==> config.mk <==
export PLATFORM = sky130hd
export DESIGN_NAME = hash_bit_serializer
export DESIGN_NICKNAME = d
export VERILOG_FILES = /design/src/rtl/hash_bit_serializer.sv
export SDC_FILE = /design/constraint.sdc
export NUM_CORES = 1
export LEC_CHECK = 0
export ABC_AREA = 1
export CORE_UTILIZATION = 50
export DETAILED_ROUTE_END_ITERATION = 6
export PLACE_DENSITY = 0.79
export SYNTH_ARGS = -nofsm -noshare
export SYNTH_HDL_FRONTEND = slang
export SYNTH_SLANG_ARGS = --single-unit
==> constraint.sdc <==
create_clock -name clk -period 2.7 [get_ports clk]
set_input_delay 0.81 -clock clk [delete_from_list [all_inputs] [get_ports clk]]
set_output_delay 0.81 -clock clk [all_outputs]
set_load 0.01 [all_outputs]
==> src/rtl/hash_bit_serializer.sv <==
// Byte-to-bit feeder for the bit-serial hash core: a small FIFO of bytes
// followed by a shifter that emits each byte MSB-first, one bit per clock.
`timescale 1ns/1ps
module hash_bit_serializer #(
    parameter int DEPTH    = 4,
    parameter int GAP      = 0,
    parameter bit IDLE_BIT = 1'b0
) (
    input  logic                     clk,
    input  logic                     reset,
    input  logic                     io_in_valid,
    output logic                     io_in_ready,
    input  logic [7:0]               io_in_bits,
    output logic                     io_out,
    output logic                     io_out_valid,
    output logic                     io_byte_start,
    output logic [$clog2(DEPTH):0]   io_count
);

    localparam int PW = $clog2(DEPTH);
    localparam logic [PW:0] FULL_COUNT = (PW+1)'(DEPTH);

    localparam logic [1:0] ST_IDLE  = 2'd0;
    localparam logic [1:0] ST_SHIFT = 2'd1;
    localparam logic [1:0] ST_GAP   = 2'd2;

    logic [7:0]    mem [DEPTH];
    logic [PW-1:0] wr_ptr;
    logic [PW-1:0] rd_ptr;
    logic [PW:0]   count;
    logic          running;
    logic [1:0]    state;
    logic [7:0]    shreg;
    logic [2:0]    idx;
    logic [7:0]    gap_cnt;
    logic          push;
    logic          pop;
    logic [7:0]    head;

    // running keeps ready low while reset is held and until the first edge after release
    assign io_in_ready = running && (count < FULL_COUNT);
    assign push        = io_in_valid && io_in_ready;
    assign head        = mem[rd_ptr];
    assign io_count    = count;

    always_comb begin
        pop = 1'b0;
        case (state)
            ST_IDLE:  pop = (count != '0);
            ST_SHIFT: pop = (idx == 3'd7) && (GAP == 0) && (count != '0);
            ST_GAP:   pop = (gap_cnt == 8'd1) && (count != '0);
            default:  pop = 1'b0;
        endcase
    end

    always_ff @(posedge clk) begin
        if (push) begin
            mem[wr_ptr] <= io_in_bits;
        end
    end

    always_ff @(posedge clk or negedge reset) begin
        if (!reset) begin
            wr_ptr  <= '0;
            rd_ptr  <= '0;
            count   <= '0;
            running <= 1'b0;
        end else begin
            running <= 1'b1;
            if (push) begin
                wr_ptr <= wr_ptr + 1'b1;
            end
            if (pop) begin
                rd_ptr <= rd_ptr + 1'b1;
            end
            case ({push, pop})
                2'b10:   count <= count + 1'b1;
                2'b01:   count <= count - 1'b1;
                default: count <= count;
            endcase
        end
    end

    // A pop always wins: it reloads the shifter and presents the new MSB on the same edge
    always_ff @(posedge clk or negedge reset) begin
        if (!reset) begin
            state         <= ST_IDLE;
            shreg         <= '0;
            idx           <= '0;
            gap_cnt       <= '0;
            io_out        <= IDLE_BIT;
            io_out_valid  <= 1'b0;
            io_byte_start <= 1'b0;
        end else begin
            io_byte_start <= 1'b0;
            if (pop) begin
                state         <= ST_SHIFT;
                shreg         <= head;
                idx           <= 3'd0;
                io_out        <= head[7];
                io_out_valid  <= 1'b1;
                io_byte_start <= 1'b1;
            end else begin
                case (state)
                    ST_SHIFT: begin
                        if (idx != 3'd7) begin
                            idx    <= idx + 3'd1;
                            io_out <= shreg[3'd6 - idx];
                        end else begin
                            io_out       <= IDLE_BIT;
                            io_out_valid <= 1'b0;
                            if (GAP > 0) begin
                                state   <= ST_GAP;
                                gap_cnt <= 8'(GAP);
                            end else begin
                                state <= ST_IDLE;
                            end
                        end
                    end
                    ST_GAP: begin
                        if (gap_cnt == 8'd1) begin
                            state <= ST_IDLE;
                        end else begin
                            gap_cnt <= gap_cnt - 8'd1;
                        end
                    end
                    default: begin
                        state        <= ST_IDLE;
                        io_out       <= IDLE_BIT;
                        io_out_valid <= 1'b0;
                    end
                endcase
            end
        end
    end

endmodule

==> results.md <==
- WHS Path Cells: 2
- Hold-fix buffers, CTS: 0
- Final Skew: 0.00890 ns
- Initial antenna violation count: 0
- Die H: 70.2 um
- Area contributors post-synth: edfxtp_1, dfrtp_1, nor2_1
- Minimum clock period: 2.27 ns
- GRT Overall Usage: 16.8%
- Cells after Synth: 212
- Synth Cell Area: 2330 um^2
- Comb power frac: 35.8%
- Register area share after synthesis: 65.0%
- Period utilization: 84.3%
- Final Non-Filler Cells: 291
- Clk pwr share: 19.5%
- Bufs on Longest Clock Path: 2
- Initial core utilization: 52.7%
- HPWL Detailed: 2.50 mm
- Status: finished, final reports clean
- Drt pass-1 iters: 4
- CP Max Fanout: 3
- Max VDD drop: 0.000486 V
- Fillcell total: 355
- CTS root buf: clkbuf_8
- Final nets: 258
- Fin. Hold Viols: 0
- Worst reg2reg endpoint: io_count[2]
- Crit path kind: register to output pin
- Core area: 4410 um^2
- Sw Share: 35.5%
- Fmax: 440 MHz
- Post-CTS resize count: 0
- Commonest non-fill, non-tap cells in the layout: nor2_1, nand2_1, edfxtp_1
- MaxCap Viol Count: 0
- Hold Path Sink: shreg[1]
- CTS tree: built
- Final setup viols: 0
- Max-slew headroom: 57.3%
- FF-to-FF path depth: 12
- Die area: 4930 um^2
- Clk sink count: 54
- Yosys warnings: 0
- Internal reg-to-reg setup slack: 0.46 ns
- Critical Path AT: 1.46 ns
- Mean Syn Cell Area: 11.0 um^2
- Placed insts: 283
- # port buffers: 17
- Setup TNS: 0 ns
- Worst Hold Class: register to register
- CTS Buf Count: 5
- Pint: 0.00178 W
- Overflow after GRT: 0
- Cell taking the most area after synthesis: edfxtp_1
- Site Rows: 24
- Total vias in the final route: 1419
- WL final: 3.66 mm
- CP endpoint kind: output pin
- Htree depth: 2
- Postcts setup bufs: 0
- Vias per cell: 4.88
- Ant. Diodes: 0
- Synth Register Bits: 54
- P_leak: 1.12 nW
- Largest net degree at the start of global routing: 23
- Average routed wire per standard cell: 12.6 um
- CP Launch Type: register
- Layout cell share with drive strength beyond 1: 9.62%
- Syn Nets: 232
- HP Start: shreg[1]
- DRT iter0 DRCs: 86
- Reg2reg start: idx[0]
- Post-synthesis cell type count: 22
- Skew-Pair Late Insertion Delay: 0.31 ns
- Area grow syn2layout: 14.7%
- Final Max Tran Viols: 0
- RSZ-0062 raised after global routing: no
- Sequential share of power: 44.6%
- First-pass GRT wire length: 6.15 mm
- Routed Antenna Nets: 0
- Placer Congestion: 0.812
- NetSw: 0.000977 W
- Slew @ Worst Pin: 0.641 ns
- Vias in the first global route: 1353
- Critical Path RT: 1.89 ns
- Post-synth top area share: 41.3%
- Drt drc: 0
- Power density cells: 1030 nW/um^2
- I/O pin cnt: 18
- Clock transition at path regs: 0.10 ns
- Die X: 70.2 um
- Commonest non-fill, non-tap cell in the layout: nor2_1
[metal layers]
layer / GRT usage, % / share of wire [%]
met1: 21.5 / 47
met2: 27.2 / 48
met3: 4.33 / 4.3
met4: 7.33 / 1.1
met5: 0 / 0
[power groups by stage]
stage / Sequential, W / Combinational (W) / Clock, W
after global routing: 0.00126 / 0.00114 / 0.000580
after CTS: 0.00123 / 0.00100 / 0.000548
after detailed placement: 0.00125 / 0.000993 / 0
final: 0.00123 / 0.000987 / 0.000538
after floorplan: 0.00120 / 0.000798 / 0
after global placement: 0.00124 / 0.000951 / 0
[flip-flops by register name, summed over array words and instances (netlist names), 2 cells and up]
signal    flops
io_count      3
rd_ptr        2
shreg         8
mem          32
idx           3
wr_ptr        2
[cells in the mapped netlist, drive strengths merged]
| cell type | n |
|---|---|
| inv | 24 |
| o21ai | 28 |
| xor2 | 3 |
| ha | 8 |
| a22o | 1 |
| edfxtp | 32 |
| a21oi | 2 |
| xnor2 | 2 |
| clkbuf | 1 |
| nand2 | 37 |
| nor2 | 40 |
| nand3 | 6 |
| conb | 1 |
| buf | 4 |
| dfrtp | 22 |
| fa | 1 |
[worst max-delay path by stage]
stage / cells after the start / start / slack, ns / end
finish: 2 / io_count[2] / 0.43 / io_in_ready
global route: 12 / idx[0] / 0.22 / io_count[2]
CTS: 2 / io_count[2] / 0.40 / io_in_ready
detailed placement: 8 / io_in_valid / 0.28 / io_count[2]
global placement: 8 / io_in_valid / 0.32 / io_count[2]
floorplan: 13 / idx[0] / 0.46 / io_count[2]
[area by class of cell]
type	instances	area (um^2)	area share, %
Multi-Input combinational cell	129	663	24.8
Clock buffer	5	68.8	2.58
Tap cell	52	65.1	2.44
Sequential cell	54	1510	56.6
Inverter	24	92.6	3.47
Clock inverter	3	45.0	1.69
Timing Repair Buffer	24	223	8.35
[metrics by stage]
stage          area [um^2]  utilization, %  hold WS, ns  worst slack [ns]  total power, W
2_1_floorplan         2330               -        0.449             0.458         0.00200
3_3_place_gp          2550            57.9        0.466             0.318         0.00219
3_5_place_dp          2550            57.9        0.467             0.279         0.00224
4_1_cts               2670            60.5        0.492             0.397         0.00278
5_1_grt               2670            60.5        0.506             0.221         0.00298
6_report              2670            60.5        0.489             0.425         0.00275
[logic make-up (layout without fill, tap and decap cells)]
kind of cell | count (synthesis) | after routing | share of synthesized area (%)
simple gates | 83 | 83 | 14.1
buf+inv | 29 | 56 | 6.51
fa+ha+maj | 9 | 9 | 5.16
xor+xnor | 5 | 5 | 1.88
other cells | 1 | 1 | 0.161
compound gates | 31 | 31 | 7.15
flops | 54 | 54 | 65.0
[critical path, cell delays in order (launching register included)]
cell	delay (ns)
dfrtp_1	0.41
nor2_1	0.17
clkdlybuf4s50_1	0.58
Note: power is estimated with default switching activity, not from simulation.
==> RTL edit, RTL diff (same flow settings) <==
Change the parameter `DEPTH` from 4 to 8.
--- a/src/rtl/hash_bit_serializer.sv
+++ b/src/rtl/hash_bit_serializer.sv
@@ -4,3 +4,3 @@
 module hash_bit_serializer #(
-    parameter int DEPTH    = 4,
+    parameter int DEPTH    = 8,
     parameter int GAP      = 0,
Interface: changed (resized io_count); port bits go from 18 to 19. No check against the original RTL was run, so the function may have changed too.
==> RTL edit against the unedited design <==
Wire length increased by 98%; first-iteration DRC count increased by 130%; cell area increased by 66%; total power increased by 62%; sequential cell count increased by 35; setup slack got worse by 0.14 ns; clock power increased by 46%; count of clock-buffer cells in the layout increased by 4; largest cell class unchanged; non-clock buffer count increased by 6; sequential share of layout area increased by 0.90 points; via count increased by 87%; synthesized area increased by 69%; core utilization decreased by 2.9 points.
==> RTL edit: results <==
group,metric,value,unit
clock_network,clock_path_buffers,2,
worst_hold_path,hold_start,"shreg[5]",
clock_network,htree_levels,3,
global_route,grtUsageTotal,0.196,
placement,dpl.hpwl,4.69,mm
clock_network,cts_setup_buffers,0,
clock_network,clk_latency,0.36,ns
global_route,grt_max_degree,34,
critical_path,crit_arrival,2.66,ns
global_route,grt_pass1_vias,2504,
global_route,grt_pass1_wl,12.0,mm
worst_hold_path,hold_path.class,"reg -> reg",
logic_synthesis,ys_top_cells_by_area,"edfxtp_1 (49%), nand2_1 (16%), dfrtp_1 (16%), nand3_1 (4.3%), inv_1 (3.2%)",
clock_network,cts_root_buf,"clkbuf_8",
logic_synthesis,synthTopCellsByCount,"nand2_1 (171), edfxtp_1 (64), inv_1 (34), nand3_1 (34), dfrtp_1 (25)",
placement,placed_area,0.00426,mm^2
placement,io_buffers,18,
logic_synthesis,ys_types,24,
clock_network,clk_pin_slew_worst_paths,0.09,ns
clock_network,cts_buffers,9,
logic_synthesis,seq_area_frac_synth,0.646,
global_route,gr-usage-met1,0.245,
finish,drive_above_1_share,0.101,
global_route,antenna_found_initial,0,
sta,slew-limit-headroom,0.619,
sta,finClkSkew,0.0101,ns
routing,wl,7.23,mm
finish,fin_nets,439,
finish,antenna_cells,0,
sta,hold_viol,0,
critical_path,cp-startpoint,"idx[0]",
logic_synthesis,synth.yosys.warnings,0,
placement,place_congestion,0.815,
run_status,status,"finished, final reports clean",
logic_synthesis,ys.flop_type,"edfxtp_1",
logic_synthesis,synth-edff-count,64,
routing,drt-pass1-iter-count,4,
clock_network,cts.repair.resized,0,
routing,drt_iter0_drc,201,
finish,top_register,"mem",
finish,largest_reg_flops,64,
power_and_ir_drop,peakVddDrop,0.557,mV
logic_synthesis,async_flop_share,0.281,
global_route,met2_usage,0.318,
power_and_ir_drop,p_leak,1.96,nW
critical_path,critPathMaxFanout,13,
routing,viasPerCell,5.04,
placement,pre_cts_slack,0.184,ns
global_route,use_met3,0.0471,
logic_synthesis,synth_nets,411,
[RTL edit: cell count changes after synthesis, sizes merged]
cell,change
nand2,+135
nand3,+36
edfxtp,+32
nor2,-26
o21ai,-21
inv,+14
buf,+9
dfrtp,+3
a21oi,-1
a22o,-1
clkbuf,-1
clkinv,+1
fa,-1
or2,+1
[RTL edit: critical path, cell delays in order, from the launching register on]
cell	delay [ns]
dfrtp_1	0.45
ha_1	0.23
ha_1	0.18
nor2_2	0.18
inv_2	0.09
o21ai_4	0.16
inv_2	0.07
ha_1	0.23
nand2_1	0.08
nand2_1	0.08
ha_1	0.18
a21oi_1	0.14
xor2_1	0.14
o21ai_0	0.08
[RTL edit: kinds of logic (layout without fill, tap and decap cells)]
logic type / after synthesis / in the layout / share of synthesized area
buffers and inverters: 52 / 85 / 0.0578
xor gates and xnor gates: 5 / 5 / 0.0111
DFF: 89 / 89 / 0.646
and+or+nand+nor: 229 / 229 / 0.245
other: 1 / 1 / 0.000951
adders and majority gates: 8 / 8 / 0.0254
AOI/OAI and AO/OA: 8 / 8 / 0.0140
[RTL edit: report_power, final]
| part | internal [W] | switching [W] | total (W) |
|---|---|---|---|
| Combinational | 0.000647 | 0.00111 | 0.00175 |
| Sequential | 0.00171 | 0.000204 | 0.00192 |
| Clock | 0.000331 | 0.000452 | 0.000783 |
| Total | 0.00269 | 0.00176 | 0.00445 |
[RTL edit: through the flow]
stage / power (W) / instances / utilization
floorplan: 0.00324 / 392 / -
global placement: 0.00363 / 511 / 0.554
detailed placement: 0.00370 / 511 / 0.554
CTS: 0.00448 / 527 / 0.576
global route: 0.00482 / 527 / 0.576
finish: 0.00445 / 527 / 0.576
[RTL edit: routing by layer]
metal	vias to the layer above	wire length, um
li1	1312	-
met1	1261	2950
met2	64	3650
met3	18	434
met4	0	199
met5	-	0
[RTL edit: cell type report]
| class | instances | area [um^2] |
|---|---|---|
| Multi-Input combinational cell | 251 | 1170 |
| Fill cell | 642 | 3260 |
| Tap cell | 102 | 128 |
| Clock buffer | 9 | 124 |
| Timing Repair Buffer | 30 | 270 |
| Inverter | 39 | 146 |
| Clock inverter | 7 | 45.0 |
| Sequential cell | 89 | 2550 |
[RTL edit: path summary, 6_finish.rpt]
path	endpoint	slack [ns]	cells past startpoint
worst max-delay path	io_count[2]	0.29	13
worst min-delay path	shreg[5]	0.49	2
worst max register to register	io_count[2]	0.29	13
worst min register to register	shreg[5]	0.49	2
max in group asynchronous	shreg[5]	1.65	2
min in group asynchronous	io_count[0]	0.81	2
